## src/rtl/seq_detect_param.sv

```systemverilog
// rtl/seq_detect_param.sv - parametrised serial pattern detector with KMP next-state table and saturating match count
//
// Ports:
//   clk      clock; all state updates on the falling edge
//   reset    asynchronous active-low reset
//   i        serial data bit (first bit received = PATTERN MSB)
//   i_valid  qualifies i; state and count hold when low
//   ovl      1 = overlapped matching, 0 = restart from idle after a match
//   clear    synchronous clear of match history and counter (beats a match)
//   y        registered one-cycle match pulse
//   busy     registered (state != 0), i.e. a partial match is in progress
//   count    saturating number of matches since reset/clear

module seq_detect_param #(
    parameter int                 PAT_LEN = 4,
    parameter logic [PAT_LEN-1:0] PATTERN = 4'b1001,
    parameter int                 CNT_W   = 8
) (
    input  logic             clk,
    input  logic             reset,
    input  logic             i,
    input  logic             i_valid,
    input  logic             ovl,
    input  logic             clear,
    output logic             y,
    output logic             busy,
    output logic [CNT_W-1:0] count
);

    // State must be able to express PAT_LEN as a transition target (match).
    localparam int SW  = $clog2(PAT_LEN + 1);
    localparam int TBL = 1 << SW;

    // Bit k of the pattern in arrival order (k = 0 is the first bit received).
    function automatic logic pat_bit(input int k);
        logic [PAT_LEN-1:0] sh;
        sh = PATTERN >> (PAT_LEN - 1 - k);
        return sh[0];
    endfunction

    // KMP failure function: longest proper border of the length-len prefix.
    function automatic int fail_of(input int len);
        int f [17];
        int j;
        for (int k = 0; k < 17; k++) f[k] = 0;
        for (int k = 2; k <= len; k++) begin
            j = f[k-1];
            while (j > 0 && pat_bit(j) != pat_bit(k-1)) j = f[j];
            if (pat_bit(j) == pat_bit(k-1)) j++;
            f[k] = j;
        end
        return f[len];
    endfunction

    // Transition from matched-prefix length s on bit b; PAT_LEN means a match.
    function automatic int kmp_next(input int s, input logic b);
        int j;
        if (s >= PAT_LEN) return 0;
        j = s;
        while (j > 0 && pat_bit(j) != b) j = fail_of(j);
        if (pat_bit(j) == b) j++;
        return j;
    endfunction

    localparam int BORDER = fail_of(PAT_LEN);

    // Next-state table folded from the failure chain at elaboration, so the
    // datapath is a single table lookup per valid bit. Unreachable state
    // codes fall back to idle.
    logic [SW-1:0] nxt_tbl [TBL][2];

    for (genvar s = 0; s < TBL; s++) begin : g_state
        for (genvar b = 0; b < 2; b++) begin : g_bit
            localparam int NXT = kmp_next(s, b == 1);
            assign nxt_tbl[s][b] = SW'(NXT);
        end
    end

    logic [SW-1:0] state;
    logic [SW-1:0] raw;
    logic [SW-1:0] nstate;
    logic          hit;

    always_comb begin
        raw    = nxt_tbl[state][i];
        hit    = (raw == SW'(PAT_LEN));
        nstate = raw;
        // ovl sampled with the completing bit picks the restart point only.
        if (hit) nstate = ovl ? SW'(BORDER) : '0;
    end

    always_ff @(negedge clk or negedge reset) begin
        if (!reset) begin
            state <= '0;
            busy  <= 1'b0;
            y     <= 1'b0;
            count <= '0;
        end else if (clear) begin
            state <= '0;
            busy  <= 1'b0;
            y     <= 1'b0;
            count <= '0;
        end else if (i_valid) begin
            state <= nstate;
            busy  <= (nstate != '0);
            y     <= hit;
            if (hit && count != '1) count <= count + CNT_W'(1);
        end else begin
            y <= 1'b0;
        end
    end

endmodule

```

## config.mk

```make
export PLATFORM = sky130hd
export DESIGN_NAME = seq_detect_param
export DESIGN_NICKNAME = d
export VERILOG_FILES = /design/src/rtl/seq_detect_param.sv
export SDC_FILE = /design/constraint.sdc
export NUM_CORES = 1
export LEC_CHECK = 0
export BUFFER_PORTS_ARGS = -buffer_cell sky130_fd_sc_hd__buf_2
export CAP_MARGIN = 10
export CELL_PAD_IN_SITES_DETAIL_PLACEMENT = 0
export CELL_PAD_IN_SITES_GLOBAL_PLACEMENT = 1
export CORE_MARGIN = 4
export CORE_UTILIZATION = 40
export CTS_BUF_LIST = sky130_fd_sc_hd__clkbuf_8
export DETAILED_ROUTE_END_ITERATION = 10
export PLACE_DENSITY_LB_ADDON = 0.1
export SKIP_LAST_GASP = 1
export SLEW_MARGIN = 0
export SYNTH_ARGS = -nofsm -noshare
export SYNTH_HDL_FRONTEND = slang
export SYNTH_SLANG_ARGS = --single-unit
```

## constraint.sdc

```tcl
create_clock -name clk -period 4.4 [get_ports clk]
set_input_delay 0.88 -clock clk [delete_from_list [all_inputs] [get_ports clk]]
set_output_delay 0.88 -clock clk [all_outputs]
set_load 0.05 [all_outputs]
```

==> out/metrics.yaml, run 1 <==
die:
  die_y_um: 50.8
  die-width_um: 50.8
  core_area_um2: 1730
  start_util_pct: 42.4
  fp-row-count: 15
  ios: 16
  die_area_um2: 2580
worst_setup_path:
  r2r-start: "state[1]$_DFFE_NN0P_"
  start_kind: "flop"
  crit_required_ns: 3.52
  crit_chain: "buf_2"
  cp.arrival_ns: 3.28
  critical_path.slowest_cell: "dfrtn_1"
  timing.rr.end: "count[7]$_DFFE_NN0P_"
  path_delay_family: "flip-flops"
  crit_path_max_incr_delay_ns: 0.51
  crit_buf_inv: 1
  path_class: "reg -> out"
  r2r_cells: 5
  crit_fanout: 7
  endpoint_kind: "output port"
  r2r_setup_slack_ns: 2.59
  setup.worst_path.start: "count[5]$_DFFE_NN0P_"
synth:
  yosysTopAreaCell: "dfrtn_1"
  synth_area_um2: 732
  synth_edf_count: 0
  syn_inst: 74
  synth.net_count: 84
  netlist.area_leader.share_pct: 44.4
  yosys-top-cells-area: "dfrtn_1, nor2_1, ha_1"
  async_flop_share_pct: 100
  yosysUniqueCellTypes: 31
  ys_ff_latch: 13
  yosysSeqAreaShare_pct: 44.4
  yosysWarnings: 0
  synth_top_flop_cell: "dfrtn_1"
  postSynthAreaPerCell_um2: 9.89
sta:
  grt_setup_unrepaired: "false"
  fin_tns_setup_ns: 0
  skew_ns: 0.00174
  relSlewSlack_pct: 79.0
  setup_violations: 0
  final_max_slew_viol_count: 0
  worst_slew_pin_slew_ns: 0.315
  hold_viol: 0
routing:
  routedWlPerCell_um: 12.7
  routed_wl_um: 1500
  first_iter_violations: 10
  avgViaCountPerCell: 5.13
  first_pass_iters: 3
  route.detailed.drc: 0
  vias: 605
  ant_nets: 0
cells_and_area:
  final_cell_mix: "nor2_1, buf_2, dfrtn_1"
  final_nets: 104
  antennaDiodeCount: 0
  drive_above_1_share_pct: 24.7
  instances_no_fill: 118
  synthToLayoutAreaGrowth_pct: 21.2
clocking:
  cts_buffer_depth: 2
  cts_root_buffer: "clkbuf_8"
  cts_made_buffers: 3
  hold_buffers: 0
  cts_repair_resize_count: 0
  postCtsSetupBuffers: 0
  cts_tree: "yes"
  insertion_delay_ns: 0.26
  cts-htree-levels: 1
  clkSinkCount: 13
  path_clk_slew_ns: 0.04
status:
  status: "finished clean"
power_and_ir_drop:
  p_leak_nw: 0.442
  power.density_cell_area_nw_per_um2: 273
  vdd_ir_drop_max_v: 0.000164
job:
  drv_cap: 0
global_routing:
  grt_start_max_net_pins: 16
  grt_pass1_vias: 608
  gr-total-overflow: 0
  antenna_found_initial: 0
  grt_usage_pct: 14.0
  grt_pass1_wl_um: 2640
hold_path:
  whs_endpoint: "busy$_DFFE_NN0P_"
  min-delay-start: "busy$_DFFE_NN0P_"
  min_path_cells: 1
  hold_class: "reg -> reg"
placed_design:
  hpwl_um: 1130
  placed_cells: 114
  port_buffers: 15
  place.gp.congestion: 0.737
## cell families after synthesis
family	Yosys count	synth area share (%)
compound gates	13	12.3
flops	13	44.4
mux	4	5.64
xor+xnor	2	2.39
fa+ha+maj	4	6.84
buf+inv	4	2.05
simple gates	34	26.3
## flip-flops by register name, summed over array words and instances, names as in the netlist
register  count
count         8
state         3
busy          1
y             1
## Yosys cell counts, drive strengths merged, types with 3 or more instances
library cell and n:
nand2 3, nand3 6, nor2 15, dfrtn 13, a21oi 5, ha 4
mux2i 3, inv 3
## report_power, final
part | internal [mW] | switching (mW) | leakage [nW] | total (mW)
Sequential | 0.122 | 0.000964 | 0.180 | 0.123
Clock | 0.0615 | 0.0408 | 0.0269 | 0.102
Combinational | 0.00539 | 0.0114 | 0.235 | 0.0168
Total | 0.189 | 0.0532 | 0.442 | 0.242
## layer usage
layer / global-route usage (%) / vias up / share of wire [%]
li1: - / 312 / -
met2: 20.9 / 10 / 43
met1: 18.0 / 281 / 52
met4: 8.07 / 0 / 0.80
met3: 3.56 / 2 / 4.1
met5: 0 / - / 0
## per-stage QoR
| step | area [µm²] | power (mW) | hold WS, ns | util [%] | setup slack, ns |
|---|---|---|---|---|---|
| after floorplan | 732 | 0.134 | 0.486 | - | 0.227 |
| after global placement | 842 | 0.142 | 0.441 | 48.8 | 0.0825 |
| after detailed placement | 842 | 0.142 | 0.449 | 48.8 | 0.0382 |
| after CTS | 887 | 0.247 | 0.449 | 51.4 | 0.222 |
| after global routing | 887 | 0.257 | 0.465 | 51.4 | 0.184 |
| final | 887 | 0.242 | 0.443 | 51.4 | 0.243 |
## worst max-delay path by stage
| stage | endpoint | slack, ns | cells after the start |
|---|---|---|---|
| finish | count[5] | 0.24 | 1 |
| global route | count[5] | 0.18 | 1 |
| CTS | count[5] | 0.22 | 1 |
| detailed placement | count[7]$_DFFE_NN0P_ | 0.04 | 5 |
| global placement | count[7]$_DFFE_NN0P_ | 0.08 | 5 |
| floorplan | count[7]$_DFFE_NN0P_ | 0.23 | 4 |
## cell type report
cell class	instances	area (µm²)
Tap cell	25	31.3
Clock buffer	3	41.3
Fill cell	185	840
Clock inverter	1	3.75
Multi-Input combinational cell	57	392
Inverter	3	11.3
Timing Repair Buffer	16	82.6
Sequential cell	13	325
Note: power is estimated with default switching activity, not from simulation.
==> run 2, diff against run 1 <==
CORE_UTILIZATION = 37   (was 40)
clock period = 3.6 ns   (was 4.4 ns; I/O delays follow)
==> run 2 against run 1 <==
  * Clock power rose by 25%
  * Global-route usage fell by 0.33 points
  * Register-to-register slack got worse by 0.93 ns
  * Critical endpoint is now count[6]
==> out/metrics.yaml, run 2 (synthesis results as in run 1) <==
die:
  core_area_um2: 1800  # +4.3%
  die-width_um: 52.5  # +3.3%
  die_area_um2: 2750  # +6.8%
  ios: 16  # unchanged
  start_util_pct: 40.6  # -1.8 points
  fp-row-count: 15  # unchanged
  die_y_um: 52.5  # +3.3%
cells_and_area:
  drive_above_1_share_pct: 30.3  # +5.6 points
  reg_top3: "count (8), state (3)"
  antennaDiodeCount: 0  # unchanged
  num-fill-cells: 181  # -2.2%
  largest_register: "count"
  final_cell_mix: "nor2_1, dfrtn_1, buf_2"
  multiInputGateArea_um2: 392  # unchanged
  instances_no_fill: 124  # +5.1%
  largest_reg_flops: 8  # unchanged
  seq_area_um2: 325  # unchanged
  synthToLayoutAreaGrowth_pct: 28.5
  final_nets: 110  # +5.8%
  final_common_cell: "nor2_1"
  final_area_um2: 941  # +6.1%
global_routing:
  grt_start_max_net_pins: 14  # -2
  antenna_found_initial: 0  # unchanged
  grt_usage_pct: 13.6  # -0.33 points
  grt_pass1_vias: 645  # +6.1%
  grt_pass1_wl_um: 2770  # +5.0%
  gr-total-overflow: 0  # unchanged
clocking:
  cts_buffer_depth: 2  # unchanged
  cts-htree-levels: 1  # unchanged
  hold_buffers: 0  # unchanged
  cts_repair_resize_count: 1  # +1
  postCtsSetupBuffers: 0  # unchanged
  insertion_delay_ns: 0.26  # about the same
  cts_root_buffer: "clkbuf_8"
  clkSinkCount: 13  # unchanged
  cts_made_buffers: 3  # unchanged
  cts_tree: "yes"
  path_clk_slew_ns: 0.04  # about the same
worst_setup_path:
  crit_buf_inv: 1  # unchanged
  crit_chain: "clkbuf_4"
  critical_path.slowest_cell: "dfrtn_1"
  r2r-start: "state[1]$_DFFE_NN0P_"
  path_delay_family: "flip-flops"
  crit_path_max_incr_delay_ns: 0.51  # about the same
  cp.depth: 1  # unchanged
  endpoint_kind: "output port"
  r2r_setup_slack_ns: 1.66  # -0.93 ns
  crit_required_ns: 2.88  # -0.64 ns
  path_class: "reg -> out"
  r2r_cells: 5  # unchanged
  crit_fanout: 7  # unchanged
  start_kind: "flop"
  timing.rr.end: "count[7]$_DFFE_NN0P_"
  cp.arrival_ns: 2.85  # -0.43 ns
power_and_ir_drop:
  total_power_uw: 301  # +24%
  p_leak_nw: 0.469  # +6.0%
  power.density_cell_area_nw_per_um2: 320  # +17%
  vdd_ir_drop_max_v: 0.000316  # +93%
sta:
  setup_violations: 0  # unchanged
  final_max_slew_viol_count: 0  # unchanged
  hold_viol: 0  # unchanged
  holdWs_ns: 0.443  # +0.000567 ns
  worst_slew_pin_slew_ns: 0.310  # -0.00416 ns
  fin_tns_setup_ns: 0  # unchanged
  grt_setup_unrepaired: "true"
  skew_ns: 0.00217  # +0.000431 ns
  relSlewSlack_pct: 79.2  # +0.19 points
hold_path:
  min_path_cells: 1  # unchanged
  whs_endpoint: "busy$_DFFE_NN0P_"
  min-delay-start: "busy$_DFFE_NN0P_"
  hold_class: "reg -> reg"
placed_design:
  port_buffers: 15  # unchanged
  placed_cells: 120  # +5.3%
  place.gp.congestion: 0.757  # +2.7%
  hpwl_um: 1300  # +15%
  placed_cell_area_um2: 887  # +5.3%
routing:
  avgViaCountPerCell: 5.23  # +2.1%
  ant_nets: 0  # unchanged
  first_pass_iters: 4  # +1
  routed_wl_um: 1640  # +9.6%
  route.detailed.drc: 0  # unchanged
  first_iter_violations: 14  # +4
  vias: 649  # +7.3%
  routedWlPerCell_um: 13.3  # +4.3%
job:
  drv_cap: 0  # unchanged
status:
  status: "finished clean"
[run 2: through the flow]
stage,setup slack (ns),utilization (%)
finish,0.0345,52.2
global route,-0.0146,52.2
CTS,0.0137,51.9
detailed placement,-0.00250,49.2
global placement,-0.0274,49.2
floorplan,0.120,-
[run 2: how the worst max path moves through the flow]
stage,endpoint,start
2_1_floorplan,count[7]$_DFFE_NN0P_,i_valid
3_3_place_gp,count[7]$_DFFE_NN0P_,i_valid
3_5_place_dp,count[7]$_DFFE_NN0P_,i_valid
4_1_cts,count[6],count[6]$_DFFE_NN0P_
5_1_grt,count[2],count[2]$_DFFE_NN0P_
6_report,count[6],count[6]$_DFFE_NN0P_
[run 2: area by class of cell]
class,count,share of cell area [%]
clock buffers,3,4.39
clock inverters,1,0.532
inverters,3,1.20
multi-input cells,57,41.6
flip-flops and latches,13,34.6
well taps,25,3.32
repair buffers,22,14.4
[run 2: power by group]
part / internal (mW) / switching [mW] / total [mW] / leakage (nW)
Clock: 0.0764 / 0.0509 / 0.127 / 0.0255
Sequential: 0.149 / 0.00130 / 0.150 / 0.180
Combinational: 0.00870 / 0.0149 / 0.0236 / 0.263
[run 2: routing by layer]
| metal | share of wire [%] | track usage (%) |
|---|---|---|
| met1 | 47 | 16.3 |
| met2 | 48 | 23.6 |
| met3 | 4.4 | 5.13 |
| met4 | 0.49 | 1.70 |
| met5 | 0 | 0 |
==> run 3, diff against run 2 <==
CORE_UTILIZATION = 25   (was 37)
==> run 3 against run 2 <==
  * Hold slack got worse by 0.0036 ns
  * Die area rose by 40%
  * Clock power barely moved
  * Highest routed layer unchanged
  * First-iteration DRC count fell by 36%
  * Sequential share of layout area fell by 0.85 points
  * Power barely moved
  * Clock skew fell by 0.0015 ns
  * Wire length rose by 5.5%
  * Utilization fell by 18 points
  * Largest power group unchanged
==> out/metrics.yaml, run 3 (synthesis results as in run 1) <==
clocking:
  postCtsSetupBuffers: 0  # unchanged
  cts_made_buffers: 3  # unchanged
  cts-htree-levels: 1  # unchanged
  cts_root_buffer: "clkbuf_8"
  path_clk_slew_ns: 0.04  # about the same
  clkSinkCount: 13  # unchanged
  cts_tree: "yes"
  insertion_delay_ns: 0.26  # about the same
  cts_buffer_depth: 2  # unchanged
worst_setup_path:
  crit_chain: "buf_2"
  crit_buf_inv: 1  # unchanged
  path_delay_family: "flip-flops"
  r2r_setup_slack_ns: 1.69  # +0.03 ns
  critical_path.slowest_cell: "dfrtn_1"
  path_class: "reg -> out"
  start_kind: "flop"
  crit_required_ns: 2.88  # about the same
  endpoint_kind: "output port"
  crit_path_max_incr_delay_ns: 0.46  # -0.05 ns
  cp.arrival_ns: 2.81  # -0.04 ns
  crit_fanout: 4  # -3
hold_path:
  hold_class: "reg -> reg"
global_routing:
  grt_pass1_vias: 690  # +7.0%
  grt_pass1_wl_um: 3080  # +11%
  grt_usage_pct: 9.90  # -3.7 points
  gr-total-overflow: 0  # unchanged
  grt_start_max_net_pins: 14  # unchanged
  antenna_found_initial: 0  # unchanged
cells_and_area:
  largest_reg_flops: 8  # unchanged
  reg_top3: "count (8), state (3)"
  num-fill-cells: 291  # +61%
  drive_above_1_share_pct: 31.4  # +1.1 points
  final_common_cell: "nor2_1"
  antennaDiodeCount: 0  # unchanged
  final_cell_mix: "nor2_1, buf_2, dfrtn_1"
  largest_register: "count"
  final_nets: 113  # +2.7%
  synthToLayoutAreaGrowth_pct: 31.8
routing:
  routedWlPerCell_um: 13.0  # -1.6%
  route.detailed.drc: 0  # unchanged
  avgViaCountPerCell: 4.95  # -5.5%
  vias: 658  # +1.4%
  first_pass_iters: 2  # -2
  first_iter_violations: 9  # -5
  routed_wl_um: 1740  # +5.5%
  ant_nets: 0  # unchanged
placed_design:
  port_buffers: 15  # unchanged
  dp_slack_ns: -0.0168  # -0.0143 ns
  place.gp.congestion: 0.728  # -3.8%
  hpwl_um: 1370  # +5.1%
sta:
  setup_violations: 0  # unchanged
  hold_viol: 0  # unchanged
  fin_tns_setup_ns: 0  # unchanged
  skew_ns: 0.000654  # -0.00152 ns
  setup_slack_ns: 0.0735  # +0.0390 ns
  grt_setup_unrepaired: "false"
  relSlewSlack_pct: 79.4  # +0.19 points
  final_max_slew_viol_count: 0  # unchanged
  worst_slew_pin_slew_ns: 0.309  # -0.00144 ns
job:
  drv_cap: 0  # unchanged
power_and_ir_drop:
  power.density_cell_area_nw_per_um2: 312  # -2.5%
  p_leak_nw: 0.488  # +4.1%
  vdd_ir_drop_max_v: 0.000168  # -47%
die:
  start_util_pct: 26.3  # -14 points
  die_y_um: 62.1  # +18%
  die_area_um2: 3860  # +40%
  fp-row-count: 19  # +4
  die-width_um: 62.1  # +18%
  core_area_um2: 2780  # +54%
  ios: 16  # unchanged
status:
  status: "finished clean"
run 3: timing repair:
| item | in CTS | in global routing |
|---|---|---|
| endpoints found under the setup margin | 0 | 1 |
| hold buffers | 0 | 0 |
| gates resized for setup | 0 | 2 |
run 3: power breakdown:
group	switching (mW)	internal, mW	total [mW]
registers	0.00118	0.149	0.150
clock network	0.0519	0.0753	0.127
logic	0.0150	0.00873	0.0237
total	0.0680	0.233	0.301
run 3: cell type report:
| class | count | area, µm² | area share (%) |
|---|---|---|---|
| flip-flops and latches | 13 | 325 | 33.7 |
| clock buffers | 3 | 41.3 | 4.28 |
| inverters | 3 | 11.3 | 1.17 |
| repair buffers | 25 | 153 | 15.8 |
| clock inverters | 1 | 3.75 | 0.389 |
| well taps | 31 | 38.8 | 4.02 |
| multi-input cells | 57 | 392 | 40.6 |
run 3: per-layer routing:
metal	routed length, µm	vias up	share of wire, %	track usage, %
li1	-	323	-	-
met1	823	319	47	12.6
met2	819	12	47	15.7
met3	64	4	3.7	2.16
met4	27	0	1.6	4.88
met5	0	-	0	0
run 3: path summary, 6_finish.rpt:
path,from,endpoint,depth (start not counted)
max in group asynchronous,reset,state[2]$_DFFE_NN0P_,1
worst max register to register,state[1]$_DFFE_NN0P_,count[7]$_DFFE_NN0P_,5
worst max-delay path,count[0]$_DFFE_NN0P_,count[0],1
worst min register to register,busy$_DFFE_NN0P_,busy$_DFFE_NN0P_,1
min in group asynchronous,reset,count[4]$_DFFE_NN0P_,1
worst min-delay path,busy$_DFFE_NN0P_,busy$_DFFE_NN0P_,1
run 3: worst reg2reg max path, stage by stage, from the launching register on:
cell     delay (ns)
dfrtn_1        0.46
ha_1           0.36
nand3_1        0.18
nor4_2         0.33
nand3_1        0.12
mux2_1         0.31
run 3: through the flow:
step | hold slack (ns) | cells | instance area [µm²] | util, % | power [mW]
global placement | 0.437 | 129 | 917 | 33.0 | 0.177
detailed placement | 0.446 | 129 | 917 | 33.0 | 0.177
CTS | 0.446 | 133 | 962 | 34.6 | 0.310
finish | 0.440 | 133 | 965 | 34.7 | 0.301
floorplan | 0.486 | 74 | 732 | - | 0.163
global route | 0.468 | 133 | 965 | 34.7 | 0.322
